### src/rtl/spi_pkg.sv
// Shared definitions for the configuration SPI link: master FSM states and the
// clock polarity/phase both ends of the link agree on.
package spi_pkg;

    typedef enum logic [2:0] {
        IDLE,
        LEAD,
        SHIFT,
        TRAIL,
        GAP
    } spi_state_t;

    localparam int SPI_CPOL = 0;
    localparam int SPI_CPHA = 0;

    // Width of a counter that must be able to hold the value n.
    function automatic int cnt_width(input int n);
        return $clog2(n) + 1;
    endfunction

endpackage

### src/rtl/spi_cfg_master_clk_gen.sv
// SCLK timing for the SHIFT phase: half-period counter, phase tracking and
// bit counter. Everything is held cleared while the block is disabled.
module spi_clk_gen
    import spi_pkg::*;
#(
    parameter int DATA_W  = 16,
    parameter int CLK_DIV = 4
) (
    input  logic clk,
    input  logic rst,
    input  logic en,
    output logic rise,
    output logic fall,
    output logic last_bit,
    output logic finish
);

    localparam int HW = cnt_width(CLK_DIV);
    localparam int BW = cnt_width(DATA_W);

    logic [HW-1:0] half_reg;
    logic [BW-1:0] bit_reg;
    logic          high_reg;
    logic          tc;
    logic          all_bits;

    assign tc       = en && (half_reg == HW'(CLK_DIV - 1));
    assign all_bits = (bit_reg == BW'(DATA_W));
    assign rise     = tc && !high_reg && !all_bits;
    assign fall     = tc && high_reg;
    assign last_bit = (bit_reg == BW'(DATA_W - 1));
    // The low half-period after the final falling edge still belongs to SHIFT.
    assign finish   = tc && !high_reg && all_bits;

    // SHIFT is entered with SCLK already driven high, so the phase idles "high".
    always_ff @(posedge clk) begin
        if (!rst || !en) begin
            half_reg <= '0;
            bit_reg  <= '0;
            high_reg <= 1'b1;
        end else if (tc) begin
            half_reg <= '0;
            high_reg <= ~high_reg;
            if (high_reg) begin
                bit_reg <= bit_reg + BW'(1);
            end
        end else begin
            half_reg <= half_reg + HW'(1);
        end
    end

endmodule

### src/rtl/spi_cfg_master.sv
// SPI mode-0 master for the accelerator configuration port: one DATA_W-bit
// full-duplex word per start/done handshake, MSB first.
module spi_cfg_master
    import spi_pkg::*;
#(
    parameter int DATA_W  = 16,
    parameter int CLK_DIV = 4
) (
    input  logic              clk,
    input  logic              rst,
    input  logic              start,
    input  logic [DATA_W-1:0] tx_data,
    output logic              busy,
    output logic              done,
    output logic [DATA_W-1:0] rx_data,
    output logic              SCLK,
    output logic              MOSI,
    output logic              SS,
    input  logic              MISO
);

    localparam int   CW        = cnt_width(CLK_DIV);
    localparam logic SCLK_IDLE = (SPI_CPOL != 0);

    spi_state_t        state_reg;
    logic [CW-1:0]     cnt_reg;
    logic [DATA_W-1:0] tx_sr_reg;
    logic [DATA_W-1:0] rx_sr_reg;
    logic [DATA_W-1:0] rx_data_reg;
    logic              sclk_reg;
    logic              mosi_reg;
    logic              ss_reg;
    logic              busy_reg;
    logic              done_reg;

    logic cnt_tc;
    logic cg_en;
    logic cg_rise;
    logic cg_fall;
    logic cg_last_bit;
    logic cg_finish;
    logic lead_evt;
    logic cap_evt;

    spi_clk_gen #(
        .DATA_W (DATA_W),
        .CLK_DIV(CLK_DIV)
    ) u_clk_gen (
        .clk     (clk),
        .rst     (rst),
        .en      (cg_en),
        .rise    (cg_rise),
        .fall    (cg_fall),
        .last_bit(cg_last_bit),
        .finish  (cg_finish)
    );

    assign cg_en    = (state_reg == SHIFT);
    assign cnt_tc   = (cnt_reg == CW'(CLK_DIV - 1));
    // The first leading edge is issued by LEAD itself; later ones by the clock generator.
    assign lead_evt = ((state_reg == LEAD) && cnt_tc) || cg_rise;
    assign cap_evt  = (SPI_CPHA == 0) ? lead_evt : cg_fall;

    always_ff @(posedge clk) begin
        if (!rst) begin
            state_reg   <= IDLE;
            cnt_reg     <= '0;
            tx_sr_reg   <= '0;
            rx_sr_reg   <= '0;
            rx_data_reg <= '0;
            sclk_reg    <= SCLK_IDLE;
            mosi_reg    <= 1'b0;
            ss_reg      <= 1'b1;
            busy_reg    <= 1'b0;
            done_reg    <= 1'b0;
        end else begin
            done_reg <= 1'b0;
            case (state_reg)
                IDLE: begin
                    if (start) begin
                        tx_sr_reg <= tx_data;
                        mosi_reg  <= tx_data[DATA_W-1];
                        ss_reg    <= 1'b0;
                        busy_reg  <= 1'b1;
                        cnt_reg   <= '0;
                        state_reg <= LEAD;
                    end
                end
                LEAD: begin
                    if (cnt_tc) begin
                        cnt_reg   <= '0;
                        sclk_reg  <= ~SCLK_IDLE;
                        state_reg <= SHIFT;
                    end else begin
                        cnt_reg <= cnt_reg + CW'(1);
                    end
                end
                SHIFT: begin
                    if (cg_rise) begin
                        sclk_reg <= ~SCLK_IDLE;
                    end
                    if (cg_fall) begin
                        sclk_reg <= SCLK_IDLE;
                        // MOSI keeps the final bit through the trailing low half-period.
                        if (!cg_last_bit) begin
                            tx_sr_reg <= tx_sr_reg << 1;
                            mosi_reg  <= tx_sr_reg[DATA_W-2];
                        end
                    end
                    if (cg_finish) begin
                        cnt_reg   <= '0;
                        state_reg <= TRAIL;
                    end
                end
                TRAIL: begin
                    if (cnt_tc) begin
                        cnt_reg   <= '0;
                        ss_reg    <= 1'b1;
                        mosi_reg  <= 1'b0;
                        state_reg <= GAP;
                    end else begin
                        cnt_reg <= cnt_reg + CW'(1);
                    end
                end
                GAP: begin
                    if (cnt_tc) begin
                        cnt_reg     <= '0;
                        rx_data_reg <= rx_sr_reg;
                        done_reg    <= 1'b1;
                        busy_reg    <= 1'b0;
                        state_reg   <= IDLE;
                    end else begin
                        cnt_reg <= cnt_reg + CW'(1);
                    end
                end
                default: begin
                    state_reg <= IDLE;
                end
            endcase
            if (cap_evt) begin
                rx_sr_reg <= {rx_sr_reg[DATA_W-2:0], MISO};
            end
        end
    end

    assign busy    = busy_reg;
    assign done    = done_reg;
    assign rx_data = rx_data_reg;
    assign SCLK    = sclk_reg;
    assign MOSI    = mosi_reg;
    assign SS      = ss_reg;

endmodule

### config.mk
export PLATFORM = sky130hd
export DESIGN_NAME = spi_cfg_master
export DESIGN_NICKNAME = d
export VERILOG_FILES = /design/src/rtl/spi_pkg.sv /design/src/rtl/spi_cfg_master_clk_gen.sv /design/src/rtl/spi_cfg_master.sv
export SDC_FILE = /design/constraint.sdc
export NUM_CORES = 1
export LEC_CHECK = 0
export BUFFER_PORTS_ARGS = -buffer_cell sky130_fd_sc_hd__buf_4
export CELL_PAD_IN_SITES_DETAIL_PLACEMENT = 0
export CELL_PAD_IN_SITES_GLOBAL_PLACEMENT = 2
export CORE_ASPECT_RATIO = 1.2
export CORE_MARGIN = 2
export CORE_UTILIZATION = 30
export DETAILED_ROUTE_END_ITERATION = 7
export PLACE_DENSITY = 0.73
export SETUP_SLACK_MARGIN = 0.02
export SLEW_MARGIN = 20
export SYNTH_ARGS = -nofsm -noshare
export SYNTH_HDL_FRONTEND = slang
export SYNTH_HIERARCHICAL = 1
export SYNTH_SLANG_ARGS = --single-unit
export TNS_END_PERCENT = 5
### constraint.sdc
create_clock -name clk -period 3.05 [get_ports clk]
set_input_delay 0.4575 -clock clk [delete_from_list [all_inputs] [get_ports clk]]
set_output_delay 0.4575 -clock clk [all_outputs]
set_load 0.005 [all_outputs]
==> summary.md, run 1 <==
| Metric | Value |
|---|---|
| Mean Syn Cell Area | 9.79 um^2 |
| First-pass GRT wire length | 9.55 mm |
| Inst Count DP | 440 |
| Hold Buf Count CTS | 0 |
| Synth top area share | 47.3% |
| Synth Register Bits | 67 |
| Ordered cell list for the critical path | ha_1 -> ha_1 -> nand3_2 -> inv_1 -> nand3b_1 -> a211oi_4 -> buf_4 -> nor2_1 -> a211oi_1 |
| Die Ht | 111 um |
| Layout area overhead | 22.8% |
| Hold Fails Final Rpt | 0 |
| Clock skew | 0.00825 ns |
| CP endpoint kind | register |
| Wirelength per Cell | 12.4 um |
| TritonCTS buffer count | 9 |
| WS Path Type | reg2reg |
| Final hold slack | 0.347 ns |
| Synthesized cell area | 2840 um^2 |
| Slew Viols, Final | 0 |
| Most common cell after layout, fill and taps aside | dfxtp_1 |
| Post-Route WL | 5.66 mm |
| Via count | 2,081 |
| Clock sink count | 67 |
| Power per cell area | 508 nW/um^2 |
| Seq/Total Area, Yosys | 47.3% |
| Internal power | 1.33 mW |
| Critical path's slowest cell | dfxtp_1 |
| CP Max Fanout | 29 |
| Final setup fails | 0 |
| Status | completed |
| Highest metal used | met4 |
| Core Box Area | 9130 um^2 |
| Leakage power | 1.56 nW |
| Hold/Removal Path Class | in2reg |
| Clk pwr share | 42.2% |
| Arr. time, crit path | 2.56 ns |
| Top cells by area, synth | dfxtp_1 47%, mux2i_1 17%, nor2_1 7.5%, a211oi_2 3.5%, ha_1 2.6% |
| Root Driver | clkbuf_8 |
| Met3 wire length | 276 um |
| Placer congestion estimate | 0.688 |
| Final-stage net count | 357 |
| Remaining Overflow, GRT | 0 |
| Largest net degree at the start of global routing | 35 |
| M1 WL | 2.72 mm |
| Reg2Reg Setup Slack | 0.73 ns |
| CTS resizes | 0 |
| Post-CTS Setup Bufs | 0 |
| Cell taking the most area after synthesis | dfxtp_1 |
| FF-to-FF path depth | 9 |
| Switching Power | 0.435 mW |
| CTS H-tree depth | 3 |
| Initial antenna violation count | 0 |
| Antenna cells | 0 |
| Placed inst area | 3280 um^2 |
| Tmin final | 2.32 ns |
| Share of cells above drive strength 1 | 23.2% |
| Worst r2r src | u_clk_gen/half_reg[0] |
| Post-Synthesis Cells | 290 |
| Max cap viols | 0 |
| Antenna-violating nets left | 0 |
| Syn_nets | 316 |
| Global Route Usage Sum | 11.6% |
| RSZ-0062 raised after global routing | no |
| Logic pwr share | 6.5% |
| Post-route cell area | 3480 um^2 |
| IO Port Bufs | 40 |
| Final Non-Filler Cells | 456 |
| Slew HR | 54.8% |
| Hold Startpoint | MISO |
| Die ar. | 10,300 um^2 |
| Routed wl met2 | 2.57 mm |
| Max incr delay on CP | 0.34 ns |
| TritonCTS clock tree | built |
| Routed vias/inst | 4.56 |
| 1st-iter DRT viols | 45 |
| Startpoint types | register |
| Setup ws final | 0.729 ns |
| # rows | 38 |
| Vias in the first global route | 2,001 |
| Sw frac | 24.6% |
| FILL cells | 944 |
| Drt first pass iters | 4 |
| DRC Markers | 0 |
| Register area | 1340 um^2 |
| Ports | 41 |
| Die W | 92.8 um |
| Hold Crit Depth | 3 |
| Worst IR Drop VDD | 0.000196 V |
| Fin util | 38.2% |
| Sequential share of power | 51.3% |
| Power, Total | 1.77 mW |
| Clock slew at reported path FFs | 0.07 ns |
| Commonest non-fill, non-tap cells in the layout | 67 x dfxtp_1, 57 x nor2_1, 47 x mux2i_1, 47 x buf_4, 12 x nand2_1 |
| Place WS | 0.751 ns |
| Critical Path RT | 3.29 ns |
| DP Wirelength | 3.82 mm |
| Setup TNS | 0 ns |
| Multi-input combinational cell area | 1380 um^2 |
| Most common cell on crit path | ha_1 |
| Tightest Pin Transition | 0.674 ns |
| Initial core utilization | 31.1% |
| Final Cycle Share | 76.1% |
| Synth warn | 6 |
| Highest Clock Rate | 0.431 GHz |
| Clk_lat worst skew | 0.35 ns |
| Worst hold endpoint | rx_sr_reg[0] |
| Yosys cell types | 41 |
| FF-to-FF End | tx_sr_reg[1] |
| Longest Clk Path Bufs | 2 |
-- cells in the mapped netlist --
| master | count |
|---|---|
| inv_1 | 8 |
| clkinv_1 | 1 |
| and3_1 | 1 |
| a21oi_1 | 7 |
| or3_1 | 1 |
| nand3_2 | 1 |
| buf_2 | 7 |
| o21ai_0 | 2 |
| a31oi_2 | 1 |
| nor3_2 | 1 |
| xor2_1 | 1 |
| a31oi_1 | 2 |
| nand2b_1 | 4 |
| nand3b_1 | 2 |
| a2bb2oi_1 | 3 |
| a211oi_2 | 8 |
| clkbuf_1 | 8 |
| nand4_1 | 1 |
| buf_4 | 2 |
| o32ai_1 | 1 |
| xnor2_1 | 3 |
| a211oi_1 | 9 |
| nand3_1 | 6 |
| o211a_1 | 1 |
| o21bai_1 | 1 |
| dfxtp_1 | 67 |
| inv_2 | 1 |
| or4b_1 | 1 |
| nor3b_1 | 3 |
| nand2_1 | 12 |
| nor2b_1 | 4 |
| o2111a_1 | 1 |
| mux2i_1 | 47 |
| ha_1 | 6 |
| nor3_1 | 4 |
| buf_6 | 1 |
| o22ai_1 | 1 |
| a221oi_1 | 1 |
| a22o_1 | 1 |
| nor2_1 | 57 |
| nor3_4 | 1 |
-- power groups by stage --
stage | sequential [mW] | clock [mW] | combinational, mW
finish | 0.908 | 0.746 | 0.116
global route | 0.910 | 0.807 | 0.130
CTS | 0.908 | 0.773 | 0.118
detailed placement | 0.929 | 0 | 0.118
global placement | 0.928 | 0 | 0.116
floorplan | 0.925 | 0 | 0.0743
-- metal layers --
| metal | global-route usage (%) | up-vias |
|---|---|---|
| li1 | - | 1086 |
| met1 | 14.5 | 946 |
| met2 | 18.2 | 39 |
| met3 | 3.14 | 10 |
| met4 | 5.88 | 0 |
| met5 | 0 | - |
-- worst max-delay path by stage --
stage	endpoint	startpoint	cells past startpoint	slack [ns]
finish	tx_sr_reg[1]	u_clk_gen/half_reg[0]	9	0.73
global route	tx_sr_reg[2]	u_clk_gen/half_reg[0]	9	0.49
CTS	tx_sr_reg[1]	u_clk_gen/half_reg[0]	9	0.73
detailed placement	tx_sr_reg[6]	u_clk_gen/half_reg[0]	9	0.75
global placement	tx_sr_reg[4]	u_clk_gen/half_reg[0]	9	0.83
floorplan	tx_sr_reg[5]	state_reg[1]	10	0.68
-- critical path: cells and delay by family, from the launching register on --
family / cells / cell delay, ns
compound gates: 2 / 0.47
fa+ha+maj: 2 / 0.46
buf+inv: 2 / 0.56
flops: 1 / 0.34
simple gates: 3 / 0.39
-- kinds of logic (layout without fill, tap and decap cells) --
| family | Yosys count | in the layout | share of synthesized area [%] |
|---|---|---|---|
| buffers and inverters | 28 | 74 | 4.54 |
| flip-flops | 67 | 67 | 47.3 |
| XOR/XNOR | 4 | 4 | 1.23 |
| adder cells (fa/ha/maj) | 6 | 6 | 2.65 |
| AND/OR/NAND/NOR | 99 | 99 | 16.3 |
| AO/OA/AOI/OAI | 39 | 39 | 11.5 |
| multiplexers | 47 | 47 | 16.6 |
-- layout make-up --
type	instances	share of cell area [%]
flip-flops and latches	67	38.5
repair buffers	48	10.7
clock buffers	9	3.56
clock inverters	7	2.23
well taps	120	4.31
multi-input cells	195	39.6
inverters	10	1.08
No activity file was read; power rests on OpenSTA's default activity.
==> run 2, diff against run 1 <==
--- a/config.mk
+++ b/config.mk
@@ -12,7 +12,7 @@
 export CORE_MARGIN = 2
 export CORE_UTILIZATION = 30
 export DETAILED_ROUTE_END_ITERATION = 7
-export PLACE_DENSITY = 0.73
+export PLACE_DENSITY = 0.76
 export SETUP_SLACK_MARGIN = 0.02
 export SLEW_MARGIN = 20
 export SYNTH_ARGS = -nofsm -noshare
==> constraint.sdc (replaced) <==
create_clock -name clk -period 1.9 [get_ports clk]
set_input_delay 0.285 -clock clk [delete_from_list [all_inputs] [get_ports clk]]
set_output_delay 0.285 -clock clk [all_outputs]
set_load 0.005 [all_outputs]
==> summary.md, run 2 (synthesis gave the netlist of run 1 again) <==
| Metric | Value |
|---|---|
| Most common cell after layout, fill and taps aside | dfxtp_1 |
| Place WS | -0.0502 ns |
| Startpoint types | register |
| Final Cycle Share | 101% |
| Vias in the first global route | 2,218 |
| Largest net degree at the start of global routing | 44 |
| Register area | 1350 um^2 |
| RSZ-0062 raised after global routing | yes |
| Inst Count DP | 452 |
| Highest Clock Rate | 0.520 GHz |
| TritonCTS buffer count | 9 |
| Hold Crit Depth | 3 |
| FILL cells | 918 |
| Final Non-Filler Cells | 475 |
| DP Wirelength | 4.10 mm |
| Share of cells above drive strength 1 | 30.7% |
| CTS H-tree depth | 3 |
| Clock sink count | 67 |
| Leakage power | 1.71 nW |
| Critical Path RT | 2.11 ns |
| Final setup fails | 17 |
| Die ar. | 10,300 um^2 |
| Via count | 2,184 |
| Initial antenna violation count | 0 |
| Remaining Overflow, GRT | 0 |
| Multi-input combinational cell area | 1470 um^2 |
| Die Ht | 111 um |
| Power per cell area | 785 nW/um^2 |
| Drt first pass iters | 4 |
| CP Max Fanout | 16 |
| Max cap viols | 0 |
| CP endpoint kind | register |
| Worst IR Drop VDD | 0.000415 V |
| Layout area overhead | 35.3% |
| 1st-iter DRT viols | 110 |
| Tightest Pin Transition | 0.453 ns |
| Antenna-violating nets left | 0 |
| Routed vias/inst | 4.60 |
| Violated checks | setup timing |
| Final-stage net count | 376 |
| TritonCTS clock tree | built |
| Placer congestion estimate | 0.735 |
| Post-Route WL | 6.26 mm |
| Clock slew at reported path FFs | 0.07 ns |
| Commonest non-fill, non-tap cells in the layout | 64 x dfxtp_1, 59 x buf_4, 56 x nor2_1 |
| Arr. time, crit path | 2.13 ns |
| Clk_lat worst skew | 0.34 ns |
| First-pass GRT wire length | 10.7 mm |
| Status | complete, but fails checks |
| Global Route Usage Sum | 13.0% |
| Core Box Area | 9130 um^2 |
| Ports | 41 |
| DRC Markers | 0 |
| Final hold slack | 0.194 ns |
| WS Path Type | reg2reg |
| Antenna cells | 0 |
| Root Driver | clkbuf_8 |
| IO Port Bufs | 40 |
| Hold Buf Count CTS | 0 |
| Setup ws final | -0.0240 ns |
| Hold/Removal Path Class | in2reg |
| Hold Fails Final Rpt | 0 |
| Initial core utilization | 31.1% |
| Tmin final | 1.92 ns |
| # rows | 38 |
| Reg2Reg Setup Slack | -0.02 ns |
| Die W | 92.8 um |
| Clock skew | 0.00971 ns |
| FF-to-FF path depth | 8 |
| Longest Clk Path Bufs | 2 |
| Wirelength per Cell | 13.2 um |
| Slew HR | 69.8% |
| Slew Viols, Final | 0 |
-- run 2: final timing paths --
kind / from / to
setup / recovery: u_clk_gen/bit_reg[0] / rx_sr_reg[8]
hold / removal: MISO / rx_sr_reg[0]
setup reg to reg: u_clk_gen/bit_reg[0] / rx_sr_reg[8]
hold reg to reg: u_clk_gen/half_reg[0] / u_clk_gen/half_reg[0]
-- run 2: per-layer routing --
metal  up-vias  GRT usage, %  wire length [um]
met4         0          6.18                96
met5         -             0                 0
met3         8          3.07               275
li1       1127             -                 -
met1      1017          17.4              2990
met2        32          19.6              2900
-- run 2: worst max-delay path, stage by stage (launching register included) --
cell and delay (ns):
dfxtp_4 0.36, inv_2 0.04, ha_1 0.12, or4b_4 0.46
nor3b_4 0.18, a31oi_4 0.19, buf_12 0.19, mux2i_1 0.20
nor2_1 0.05
-- run 2: timing repair --
item / 4_1_cts / 5_1_grt
endpoints found under the hold margin: 0 / 0
gates cloned: 3 / 0
gates resized for setup: 18 / 1
pin swaps: 9 / 5
buffers inserted: 4 / 0
setup endpoints to repair: 33 / 35
-- run 2: layout make-up --
class | count | area share (%)
multi-input cells | 195 | 38.2
flip-flops and latches | 67 | 35.1
repair buffers | 67 | 16.1
well taps | 120 | 3.91
clock buffers | 12 | 3.78
clock inverters | 4 | 1.92
inverters | 10 | 1.04
-- run 2: where the power goes --
group	leakage, nW	total (mW)	switching, mW	internal, mW
Combinational	1.05	0.243	0.112	0.130
Clock	0.111	1.31	0.538	0.777
Sequential	0.546	1.46	0.0199	1.44
-- run 2: metrics by stage --
step	TNS, ns	utilization [%]	instance area, um^2	power, mW
2_1_floorplan	-2.31	-	2900	1.61
3_3_place_gp	-0.285	37.4	3410	1.68
3_5_place_dp	-0.816	37.4	3410	1.68
4_1_cts	-0.523	42.0	3840	3.06
5_1_grt	-2.45	42.1	3840	3.16
6_report	-0.237	42.1	3840	3.01
